File: config.mk
export PLATFORM = sky130hd
export DESIGN_NAME = pc_fetch_stage
export DESIGN_NICKNAME = d
export VERILOG_FILES = /design/src/rtl/fetch_pkg.sv /design/src/rtl/fetch_buffer.sv /design/src/rtl/pc_fetch_stage.sv
export SDC_FILE = /design/constraint.sdc
export NUM_CORES = 1
export LEC_CHECK = 0
export ABC_AREA = 1
export CORE_MARGIN = 2
export CORE_UTILIZATION = 50
export CTS_CLUSTER_DIAMETER = 80
export DETAILED_ROUTE_END_ITERATION = 8
export PLACE_DENSITY_LB_ADDON = 0.25
export SLEW_MARGIN = 20
export SYNTH_ARGS = -nofsm -noshare
export SYNTH_HDL_FRONTEND = slang
export SYNTH_SLANG_ARGS = --single-unit
File: constraint.sdc
create_clock -name clk -period 4.45 [get_ports clk]
set_input_delay 0.6675 -clock clk [delete_from_list [all_inputs] [get_ports clk]]
set_output_delay 0.6675 -clock clk [all_outputs]
set_load 0.1 [all_outputs]
File: src/rtl/fetch_pkg.sv
// Shared types and constants for the instruction fetch stage.
package fetch_pkg;

  localparam int FETCH_ADDR_W = 8;
  localparam int FETCH_DATA_W = 8;
  localparam logic [FETCH_DATA_W-1:0] HALT_WORD = 8'hFF;

  typedef enum logic [2:0] {
    IDLE = 3'd0,
    REQ  = 3'd1,
    WAIT = 3'd2,
    DROP = 3'd3,
    FULL = 3'd4
  } fetch_state_e;

  function automatic logic is_halt_word(input logic [FETCH_DATA_W-1:0] word);
    return (word == HALT_WORD);
  endfunction

endpackage

File: src/rtl/fetch_buffer.sv
// Small synchronous FIFO holding {instruction, pc} pairs; flush empties it in one cycle.
module fetch_buffer
  import fetch_pkg::*;
#(
  parameter int DEPTH = 2,
  parameter int WIDTH = FETCH_DATA_W + FETCH_ADDR_W
) (
  input  logic                     clk,
  input  logic                     rst_n,
  input  logic                     i_push,
  input  logic                     i_pop,
  input  logic                     i_flush,
  input  logic [WIDTH-1:0]         i_wdata,
  output logic [WIDTH-1:0]         o_rdata,
  output logic                     o_full,
  output logic                     o_empty,
  output logic [$clog2(DEPTH):0]   o_count
);

  localparam int PW = $clog2(DEPTH);
  localparam int CW = PW + 1;

  logic [WIDTH-1:0] r_mem [DEPTH];
  logic [PW-1:0]    r_wr_ptr;
  logic [PW-1:0]    r_rd_ptr;
  logic [CW-1:0]    r_count;
  logic             w_do_push;
  logic             w_do_pop;

  assign o_empty   = (r_count == {CW{1'b0}});
  assign o_full    = (r_count == CW'(DEPTH));
  assign o_count   = r_count;
  assign w_do_pop  = i_pop && !o_empty;
  assign w_do_push = i_push && (!o_full || w_do_pop);
  // Outputs read as zero while empty so the head never shows stale entries.
  assign o_rdata   = o_empty ? {WIDTH{1'b0}} : r_mem[r_rd_ptr];

  // Storage, pointers and occupancy count.
  always_ff @(posedge clk) begin
    if (!rst_n) begin
      r_wr_ptr <= {PW{1'b0}};
      r_rd_ptr <= {PW{1'b0}};
      r_count  <= {CW{1'b0}};
      for (int i = 0; i < DEPTH; i++) begin
        r_mem[i] <= {WIDTH{1'b0}};
      end
    end else if (i_flush) begin
      r_wr_ptr <= {PW{1'b0}};
      r_rd_ptr <= {PW{1'b0}};
      r_count  <= {CW{1'b0}};
    end else begin
      if (w_do_push) begin
        r_mem[r_wr_ptr] <= i_wdata;
        r_wr_ptr        <= r_wr_ptr + PW'(1);
      end
      if (w_do_pop) begin
        r_rd_ptr <= r_rd_ptr + PW'(1);
      end
      case ({w_do_push, w_do_pop})
        2'b10:   r_count <= r_count + CW'(1);
        2'b01:   r_count <= r_count - CW'(1);
        default: r_count <= r_count;
      endcase
    end
  end

endmodule

File: src/rtl/pc_fetch_stage.sv
// PC owner and instruction fetch front end with one-outstanding imem requests.
// Optional halt-word detection is enabled by defining FETCH_HALT_DETECT_EN.
module pc_fetch_stage
  import fetch_pkg::*;
#(
  parameter int                ADDR_W   = FETCH_ADDR_W,
  parameter int                DATA_W   = FETCH_DATA_W,
  parameter int                DEPTH    = 2,
  parameter logic [ADDR_W-1:0] RESET_PC = {ADDR_W{1'b0}}
) (
  input  logic              clk,
  input  logic              rst_n,
  input  logic              run,
  output logic [ADDR_W-1:0] pc_out,
  output logic              imem_req,
  input  logic [DATA_W-1:0] imem_rdata,
  input  logic              imem_rvalid,
  input  logic              redirect_valid,
  input  logic [ADDR_W-1:0] redirect_pc,
  output logic [DATA_W-1:0] instr_out,
  output logic [ADDR_W-1:0] instr_pc,
  output logic              instr_valid,
  input  logic              instr_ready,
  output logic              halted
);

  localparam int CW = $clog2(DEPTH) + 1;

  fetch_state_e     r_state;
  logic [ADDR_W-1:0] r_pc;
  logic             r_halted;

  logic             w_push;
  logic             w_pop;
  logic             w_full;
  logic             w_empty;
  logic [CW-1:0]    w_count;
  logic [CW-1:0]    w_count_after_push;
  logic             w_space_now;
  logic             w_space_after_push;
  logic             w_halt_hit;
  logic [DATA_W+ADDR_W-1:0] w_head;

  assign w_pop  = !w_empty && instr_ready;
  assign w_push = (r_state == WAIT) && imem_rvalid && !redirect_valid;

  // Occupancy after this cycle's push (WAIT) or pop decides whether the next fetch may start.
  assign w_count_after_push = w_count + CW'(1) - CW'(w_pop);
  assign w_space_after_push = (w_count_after_push < CW'(DEPTH));
  assign w_space_now        = !w_full || w_pop;

`ifdef FETCH_HALT_DETECT_EN
  assign w_halt_hit = w_push && is_halt_word(imem_rdata);
  assign halted     = r_halted;
`else
  assign w_halt_hit = 1'b0;
  assign halted     = 1'b0;
`endif

  fetch_buffer #(
    .DEPTH (DEPTH),
    .WIDTH (DATA_W + ADDR_W)
  ) u_buf (
    .clk     (clk),
    .rst_n   (rst_n),
    .i_push  (w_push),
    .i_pop   (w_pop),
    .i_flush (redirect_valid),
    .i_wdata ({imem_rdata, r_pc}),
    .o_rdata (w_head),
    .o_full  (w_full),
    .o_empty (w_empty),
    .o_count (w_count)
  );

  assign pc_out      = r_pc;
  assign imem_req    = (r_state == REQ);
  assign instr_valid = !w_empty;
  assign instr_out   = w_head[DATA_W+ADDR_W-1:ADDR_W];
  assign instr_pc    = w_head[ADDR_W-1:0];

  // Fetch sequencer: PC, state and halt status.
  always_ff @(posedge clk) begin
    if (!rst_n) begin
      r_state  <= IDLE;
      r_pc     <= RESET_PC;
      r_halted <= 1'b0;
    end else if (redirect_valid) begin
      r_pc     <= redirect_pc;
      r_halted <= 1'b0;
      case (r_state)
        // The strobe goes out this cycle, so its response is still owed.
        REQ:        r_state <= DROP;
        WAIT, DROP: r_state <= imem_rvalid ? (run ? REQ : IDLE) : DROP;
        default:    r_state <= run ? REQ : IDLE;
      endcase
    end else begin
      case (r_state)
        IDLE: begin
          if (run && !r_halted) begin
            r_state <= w_space_now ? REQ : FULL;
          end else begin
            r_state <= IDLE;
          end
        end
        REQ: r_state <= WAIT;
        WAIT: begin
          if (imem_rvalid) begin
            r_pc <= r_pc + ADDR_W'(1);
            if (w_halt_hit) begin
              r_halted <= 1'b1;
              r_state  <= IDLE;
            end else if (!run) begin
              r_state <= IDLE;
            end else if (w_space_after_push) begin
              r_state <= REQ;
            end else begin
              r_state <= FULL;
            end
          end else begin
            r_state <= WAIT;
          end
        end
        DROP: begin
          if (imem_rvalid) begin
            r_state <= run ? REQ : IDLE;
          end else begin
            r_state <= DROP;
          end
        end
        FULL: begin
          if (!run) begin
            r_state <= IDLE;
          end else if (w_space_now) begin
            r_state <= REQ;
          end else begin
            r_state <= FULL;
          end
        end
        default: r_state <= IDLE;
      endcase
    end
  end

endmodule
### After elaboration in Yosys (flattened, before gate mapping)

Memories as Yosys holds them, arrays and structs flattened. A register that Yosys moved wholly into a read port is not among the register bits.
Cells that the tools add are included.

* bits in writable memories: 32
* output and inout port bits: 27
* word-level logic and storage cells: 66
* flip-flop bits (word level): 15
* memories kept: 1
* bits of input ports: 22

* reduce and logical (&&, ||, !) cells: 20
* magnitude comparators: 1
* muxes and demuxes: 25
* bitwise operators: 1
* add/sub/neg operators: 6
* equality and inequality tests: 7

Memory list
* u_buf.r_mem: words 2, bits a word 16, rd ports 1, clocked after memory_dff 1, write ports 2, line fetch_buffer.sv:23 `logic [WIDTH-1:0] r_mem [DEPTH];`

Operator list (count)
* $mux W16: 2
* $mux W8: 3
* $mux W3: 6
* $reduce_or A16 Y1: 1
* $pmux W3 S4: 1
* $mux W1: 10
* $add A8 B1 Y8 const B: 1
* $pmux W2 S2: 2
* $eq A3 B2 Y1 const B: 2
* $reduce_bool A2 Y1: 3
* $reduce_or A2 Y1: 3
* $logic_and A1 B1 Y1: 5
* $eq A2 B2 Y1 const B: 2
* $eq A3 B1 Y1 const B: 1
* $eq A3 B3 Y1 const B: 1
* $logic_not A1 Y1: 3
* $logic_not A3 Y1: 1
* $add A1 B1 Y1 const B: 2
* $add A2 B1 Y2 const B: 1
* $eq A2 B1 Y1 const B: 1
* $logic_not A2 Y1: 1
* $logic_or A1 B1 Y1: 2
* $lt A2 B2 Y1 const B: 1
* $mux W2: 1
* 4 further kinds: 4

### Depth between registers and ports, before layout

Gate-level depths: netlist of the first run.

* word-level depth: 12
* mapped depth: 10
* depth with buffers taken out: 10

### By module

A second synthesis of the first run with hierarchy kept.

* cell total of the unflattened synthesis: 296
* area, all modules: 2437.3 um^2

Modules (own cells, without submodules)
* fetch_buffer: area an instance 1695.4 um^2, instances 1, cells each 178, sequential area each 1061.0 um^2
* pc_fetch_stage: area an instance 742.0 um^2, instances 1, cells each 118, sequential area each 220.2 um^2

### Worst setup path before layout of the first run

No wires, ideal clock.

* path kind: register to output
* start: reg u_buf.r_count[0] (netlist: u_buf.o_count[0])
* end: out instr_out[3]
* cell stages (with the launch flop): 8
* required time: 3783 ps
* path slack: 364 ps
* buffers on the path: 2
* data arrival time: 3418 ps
* path through: dfxtp_1 > inv_1 > ha_1 > inv_1 > clkbuf_1 > clkbuf_1 > o21ai_0 > nor2_1

* word-level cells in the longest chain between the ends: 2

Ends and longest elaborated chain
* start, declared: line fetch_buffer.sv:26 `logic [CW-1:0] r_count;`
* start signal, assigned: line fetch_buffer.sv:43 `r_count <= {CW{1'b0}};`
* start signal, assigned: line fetch_buffer.sv:50 `r_count <= {CW{1'b0}};`
* start signal, assigned: line fetch_buffer.sv:60 `2'b10: r_count <= r_count + CW'(1);`
* $logic_not A2 Y1: line fetch_buffer.sv:30 `assign o_empty = (r_count == {CW{1'b0}});`
* $mux W16: line fetch_buffer.sv:36 `assign o_rdata = o_empty ? {WIDTH{1'b0}} : r_mem[r_rd_ptr];`
* end, declared: line pc_fetch_stage.sv:20 `output logic [DATA_W-1:0] instr_out,`

No other way between the ends.

### Worst setup path in the final report of the first run

* start: reg u_buf.r_count[0] (netlist: u_buf.o_count[0])
* end: out instr_pc[6]

* word-level cells in the longest chain between the ends: 2

Ends and longest elaborated chain
* $logic_not A2 Y1: line fetch_buffer.sv:30
* $mux W16: line fetch_buffer.sv:36
* end, declared: line pc_fetch_stage.sv:21 `output logic [ADDR_W-1:0] instr_pc,`

No other way between the ends.

==> results.cfg, run 1 <==
[outcome]
status = finished clean

[final_layout]
finalNetCount = 366
finalInstanceArea_mm2 = 0.003098
syn_to_final_growth_pct = 23.99
drive_above_1_share_pct = 8.504
fillCellCount = 435
n_antenna_cell = 0

[global_routing]
antenna_found_initial = 0
first_global_vias = 1830
grt_max_degree = 22
grt_pass1_wl_um = 8100
grt-ovfl-total = 0
grt.total_usage_pct = 18.98

[setup_path]
path_cells = inv_1 > ha_1 > inv_1 > o21ai_0 > nor2_1 > clkdlybuf4s50_1
path_delay_family = buffers and inverters
cp_slowest_cell = clkdlybuf4s50_1
crit_buf_inv = 3
crit_top_cell = inv_1
max_stage_delay_ns = 1.15
end_kind = output pin
path_max_fanout = 21
arrival_ns = 2.85
r2r_slack_ns = 1.52
critical_path_required_ns = 3.78
criticalPathCategory = flip-flop to output pin
cp-start-kind = flip-flop

[synth]
synth_commonest_cells = nor2_1 (77), nand2_1 (44), inv_1 (33), edfxtp_1 (32), o21ai_0 (23)
synth_top_area_cell = edfxtp_1
yosysTopAreaCellShare_pct = 38.46
synth_edf_count = 32
synth_cell_types = 28
synth_ff_type = edfxtp_1
ys_seq_elements = 48
ys_seq_area_share_pct = 51.28
synthTopCellsByArea = edfxtp_1 (38%), dfxtp_1 (13%), nor2_1 (12%)
syn_nets = 321
netlist_area_mm2 = 0.002499
synth.most_common_cell = nor2_1
synth_cells = 295
synth_async_sr_flop_share_pct = 0
synth_area_per_cell_um2 = 8.470
yosysWarnings = 0

[timing]
max_freq_mhz = 284.5
period_minus_slack_ns = 3.515
drv_slew = 0
setup_violations = 0
hold_viol_final = 0
rsz0062_at_grt = false
worst_slew_pin_slew_ns = 0.9752
finalCritPeriodShare_pct = 78.98
slew_headroom_pct = 34.78
finalSetupTns_ns = 0
fin_worst_skew_ns = 0.006927

[routing]
drc = 0
drt-initial-drc-count = 120
drt_pass1_iterations = 4
vias = 1922
antenna_left = 0
avgRoutedWirePerCell_um = 11.46
vias_per_cell = 4.711
finalWirelength_um = 4677

[floorplan]
die-area_mm2 = 0.005579
die_height_um = 74.69
num_rows = 25
ios = 49
start_util_pct = 52.21
die_w_um = 74.69
core_area_mm2 = 0.004786

[placed_design]
placed_area_mm2 = 0.002990
port_buffers = 47
dp_hpwl_um = 3372
gp_congestion = 0.8365

[clocking]
postCtsSetupBuffers = 0
clock_latency_ns = 0.30
clockBufferDepth = 2
postCtsHoldBufs = 0
cts_tree = yes
cts_sinks = 48
h-tree-depth = 2
numCtsBuffers = 5
cts_root_buffer = clkbuf_8
path_clk_slew_ns = 0.08
ctsResizeCount = 0

[pwr]
pwr-share-comb_pct = 15.8
p_clk_share_pct = 31.9
p_per_area_mw_per_mm2 = 310.3
ir_drop_uv = 186.4
p_int_uw = 702.0
seqPwrFrac_pct = 52.3
p_sw_uw = 259.2
leakage_uw = 0.001276
power_switching_share_pct = 26.96

[worst_hold_path]
min_path_type = flip-flop to flip-flop

[job]
cap_violations = 0
==> final timing paths <==
path / cells after the start / endpoint / startpoint
hold reg to reg: 2 / u_buf.r_rd_ptr$_SDFFE_PP0P_ / u_buf.r_rd_ptr$_SDFFE_PP0P_
setup reg to reg: 7 / u_buf.r_mem[1][14]$_SDFFCE_PN0P_ / u_buf.o_count[0]$_SDFFE_PP0P_
setup / recovery: 6 / instr_pc[6] / u_buf.o_count[0]$_SDFFE_PP0P_
hold / removal: 2 / u_buf.r_rd_ptr$_SDFFE_PP0P_ / u_buf.r_rd_ptr$_SDFFE_PP0P_
==> cells by family after synthesis <==
kind of cell | after synthesis | synth area share [%]
adders and majority gates | 4 | 2.003
buffers and inverters | 46 | 8.062
xor gates and xnor gates | 3 | 1.052
and+or+nand+nor | 157 | 30.15
DFF | 48 | 51.28
AOI/OAI and AO/OA | 36 | 7.311
other | 1 | 0.1501
==> metal layers <==
layer  part of all wire (%)  global-route usage [%]  vias to the layer above
met5                      0                       0                        -
met4                    1.5                   6.548                        0
met3                    4.1                   4.016                        8
met2                     49                   33.24                       42
met1                     46                   23.34                      845
li1                       -                       -                     1027
==> stage by stage <==
stage	hold WS (ns)	total power, uW	setup WS [ns]	util [%]	std cells
2_1_floorplan	0.4725	619.1	0.3641	-	295
3_3_place_gp	0.4857	664.1	1.278	62.48	400
3_5_place_dp	0.4921	665.6	1.241	62.48	400
4_1_cts	0.5131	970.7	0.9065	64.73	408
5_1_grt	0.5680	1003	0.7012	64.73	408
6_report	0.5178	961.2	0.9352	64.73	408
==> tightest hold or removal path: stages, from the launching register on <==
cell and delay (ns):
dfxtp_1 0.33, xor2_1 0.08, nor2_1 0.08
==> final cells by class <==
| class | instances | area, um2 | share of cell area (%) |
|---|---|---|---|
| clock buffer | 6 | 72.57 | 2.342 |
| sequential | 48 | 1281 | 41.36 |
| timing repair buffer | 47 | 470.5 | 15.19 |
| inverter | 37 | 138.9 | 4.483 |
| tap | 67 | 83.83 | 2.706 |
| clock inverter | 2 | 35.03 | 1.131 |
| multi-input combinational | 201 | 1016 | 32.79 |
==> power groups by stage <==
| stage | logic, uW | registers (uW) | clock network [uW] |
|---|---|---|---|
| final | 152 | 503 | 306 |
| after global routing | 165 | 505 | 332 |
| after CTS | 153 | 503 | 315 |
| after detailed placement | 152 | 513 | 0 |
| after global placement | 151 | 513 | 0 |
| after floorplan | 78.2 | 541 | 0 |
==> sequential cells by signal, summed over array words and instances, names as in the netlist, named ones only <==
signal          count
u_buf.r_mem        32
pc_out              8
r_state             3
u_buf.o_count       2
u_buf.r_rd_ptr      1
u_buf.r_wr_ptr      1
==> cell usage in the layout (no fill, tap or decap), drive strengths merged <==
cell	instances
clkinv	2
a21boi	1
nand3	13
dfxtp	16
or2	1
bufinv	1
ha	4
inv	36
nor2	91
edfxtp	32
clkbuf	6
xor2	3
nand3b	1
conb	1
nor3	1
o21ai	23
nand2	47
a21oi	12
nand4	3
clkdlybuf4s50	47
Power figures use the tool's default switching activity.
==> run 2, diff against run 1 <==
==> constraint.sdc (replaced) <==
create_clock -name clk -period 3.5 [get_ports clk]
set_input_delay 0.525 -clock clk [delete_from_list [all_inputs] [get_ports clk]]
set_output_delay 0.525 -clock clk [all_outputs]
set_load 0.1 [all_outputs]
==> results.cfg, run 2 (same netlist as run 1, synthesis figures left out) <==
[clocking]
clockBufferDepth = 2
h-tree-depth = 2
postCtsSetupBuffers = 0
postCtsHoldBufs = 0
cts_sinks = 48
ctsResizeCount = 0
cts_root_buffer = clkbuf_8
clock_latency_ns = 0.29
cts_tree = yes
path_clk_slew_ns = 0.08
numCtsBuffers = 5

[routing]
finalWirelength_um = 4697
avgRoutedWirePerCell_um = 11.48
drt_pass1_iterations = 4
drt-initial-drc-count = 89
antenna_left = 0
vias_per_cell = 4.795
vias = 1961
drc = 0

[placed_design]
dp_hpwl_um = 3335
dp_cells = 401
gp_congestion = 0.8490
port_buffers = 47

[floorplan]
num_rows = 25
core_area_mm2 = 0.004786
start_util_pct = 52.21
die-area_mm2 = 0.005579
die_w_um = 74.69
ios = 49
die_height_um = 74.69

[worst_hold_path]
min_path_type = flip-flop to flip-flop
hold_depth = 2
hold_path_startpoint = u_buf.r_rd_ptr$_SDFFE_PP0P_

[setup_path]
r2r_slack_ns = 1.06
arrival_ns = 2.48
rr_worst_depth = 7
critical_path_required_ns = 3.43
r2r_end = u_buf.r_mem[1][6]$_SDFFCE_PN0P_
cp-start-kind = primary input
r2r-start = u_buf.o_count[0]$_SDFFE_PP0P_
path_max_fanout = 17
crit_start = imem_rvalid
criticalPathCategory = primary input to flip-flop
end_kind = flip-flop

[job]
cap_violations = 0

[pwr]
leakage_uw = 0.001316
p_per_area_mw_per_mm2 = 399.0
ir_drop_uv = 227.6
total_power_uw = 1234

[global_routing]
grt-ovfl-total = 0
grt_pass1_wl_um = 8231
first_global_vias = 1931
grt.total_usage_pct = 19.43
antenna_found_initial = 0
grt_max_degree = 21

[outcome]
status = finished clean

[timing]
max_freq_mhz = 391.4
holdWs_ns = 0.5123
hold_viol_final = 0
slew_headroom_pct = 34.83
fin_worst_skew_ns = 0.005278
rsz0062_at_grt = false
drv_slew = 0
worst_slew_pin_slew_ns = 0.9746
setup_violations = 0
finalSetupTns_ns = 0
period_minus_slack_ns = 2.555
finalCritPeriodShare_pct = 73.00

[final_layout]
drive_above_1_share_pct = 16.67
stdcell_count = 409
syn_to_final_growth_pct = 23.74
n_antenna_cell = 0
final_cell_mix = nor2_1 (68), nand2_1 (44), inv_1 (33)
final_util_pct = 64.60
layout_commonest_cell = nor2_1
largest-register = u_buf.r_mem
largest_register_ffs = 32
finalNetCount = 367
==> run 2: through the flow <==
| step | setup WS (ns) | instance area, um2 |
|---|---|---|
| after floorplan | 0.4906 | 2522 |
| after global placement | 0.6966 | 2975 |
| final | 0.9451 | 3092 |
| after CTS | 0.8967 | 3092 |
| after detailed placement | 0.5717 | 2975 |
| after global routing | 0.7312 | 3092 |
==> run 2: where the power goes <==
part / switching, uW / internal [uW]
Combinational: 138 / 54.7
Sequential: 14.6 / 625
Clock: 171 / 230
==> run 2: area by class of cell <==
class	count	area (um2)
fill	409	1694
sequential	48	1281
multi-input combinational	201	1039
timing repair buffer	48	432.9
inverter	37	138.9
tap	67	83.83
clock buffer	6	82.58
clock inverter	2	33.78
==> run 2: layer usage <==
metal / global-route usage, % / wire, um / up-vias
li1: - / - / 1023
met1: 22.89 / 2075 / 887
met2: 34.41 / 2371 / 47
met3: 4.284 / 204 / 4
met4: 7.937 / 46 / 0
met5: 0 / 0 / -
==> run 2: worst max-delay path, stage by stage <==
cell and delay, ns:
clkdlybuf4s50_1 0.51, inv_2 0.05, nor2_2 0.12, nand2_4 0.10, nor2_8 0.15, nand4_2 0.36
nand2_1 0.66
==> run 2: how the worst max path moves through the flow <==
stage	end	slack, ns
2_1_floorplan	imem_req	0.49
3_3_place_gp	u_buf.r_mem[1][3]$_SDFFCE_PN0P_	0.70
3_5_place_dp	u_buf.r_mem[1][12]$_SDFFCE_PN0P_	0.57
4_1_cts	u_buf.r_mem[1][7]$_SDFFCE_PN0P_	0.90
5_1_grt	u_buf.r_mem[1][6]$_SDFFCE_PN0P_	0.73
6_report	u_buf.r_mem[1][6]$_SDFFCE_PN0P_	0.95
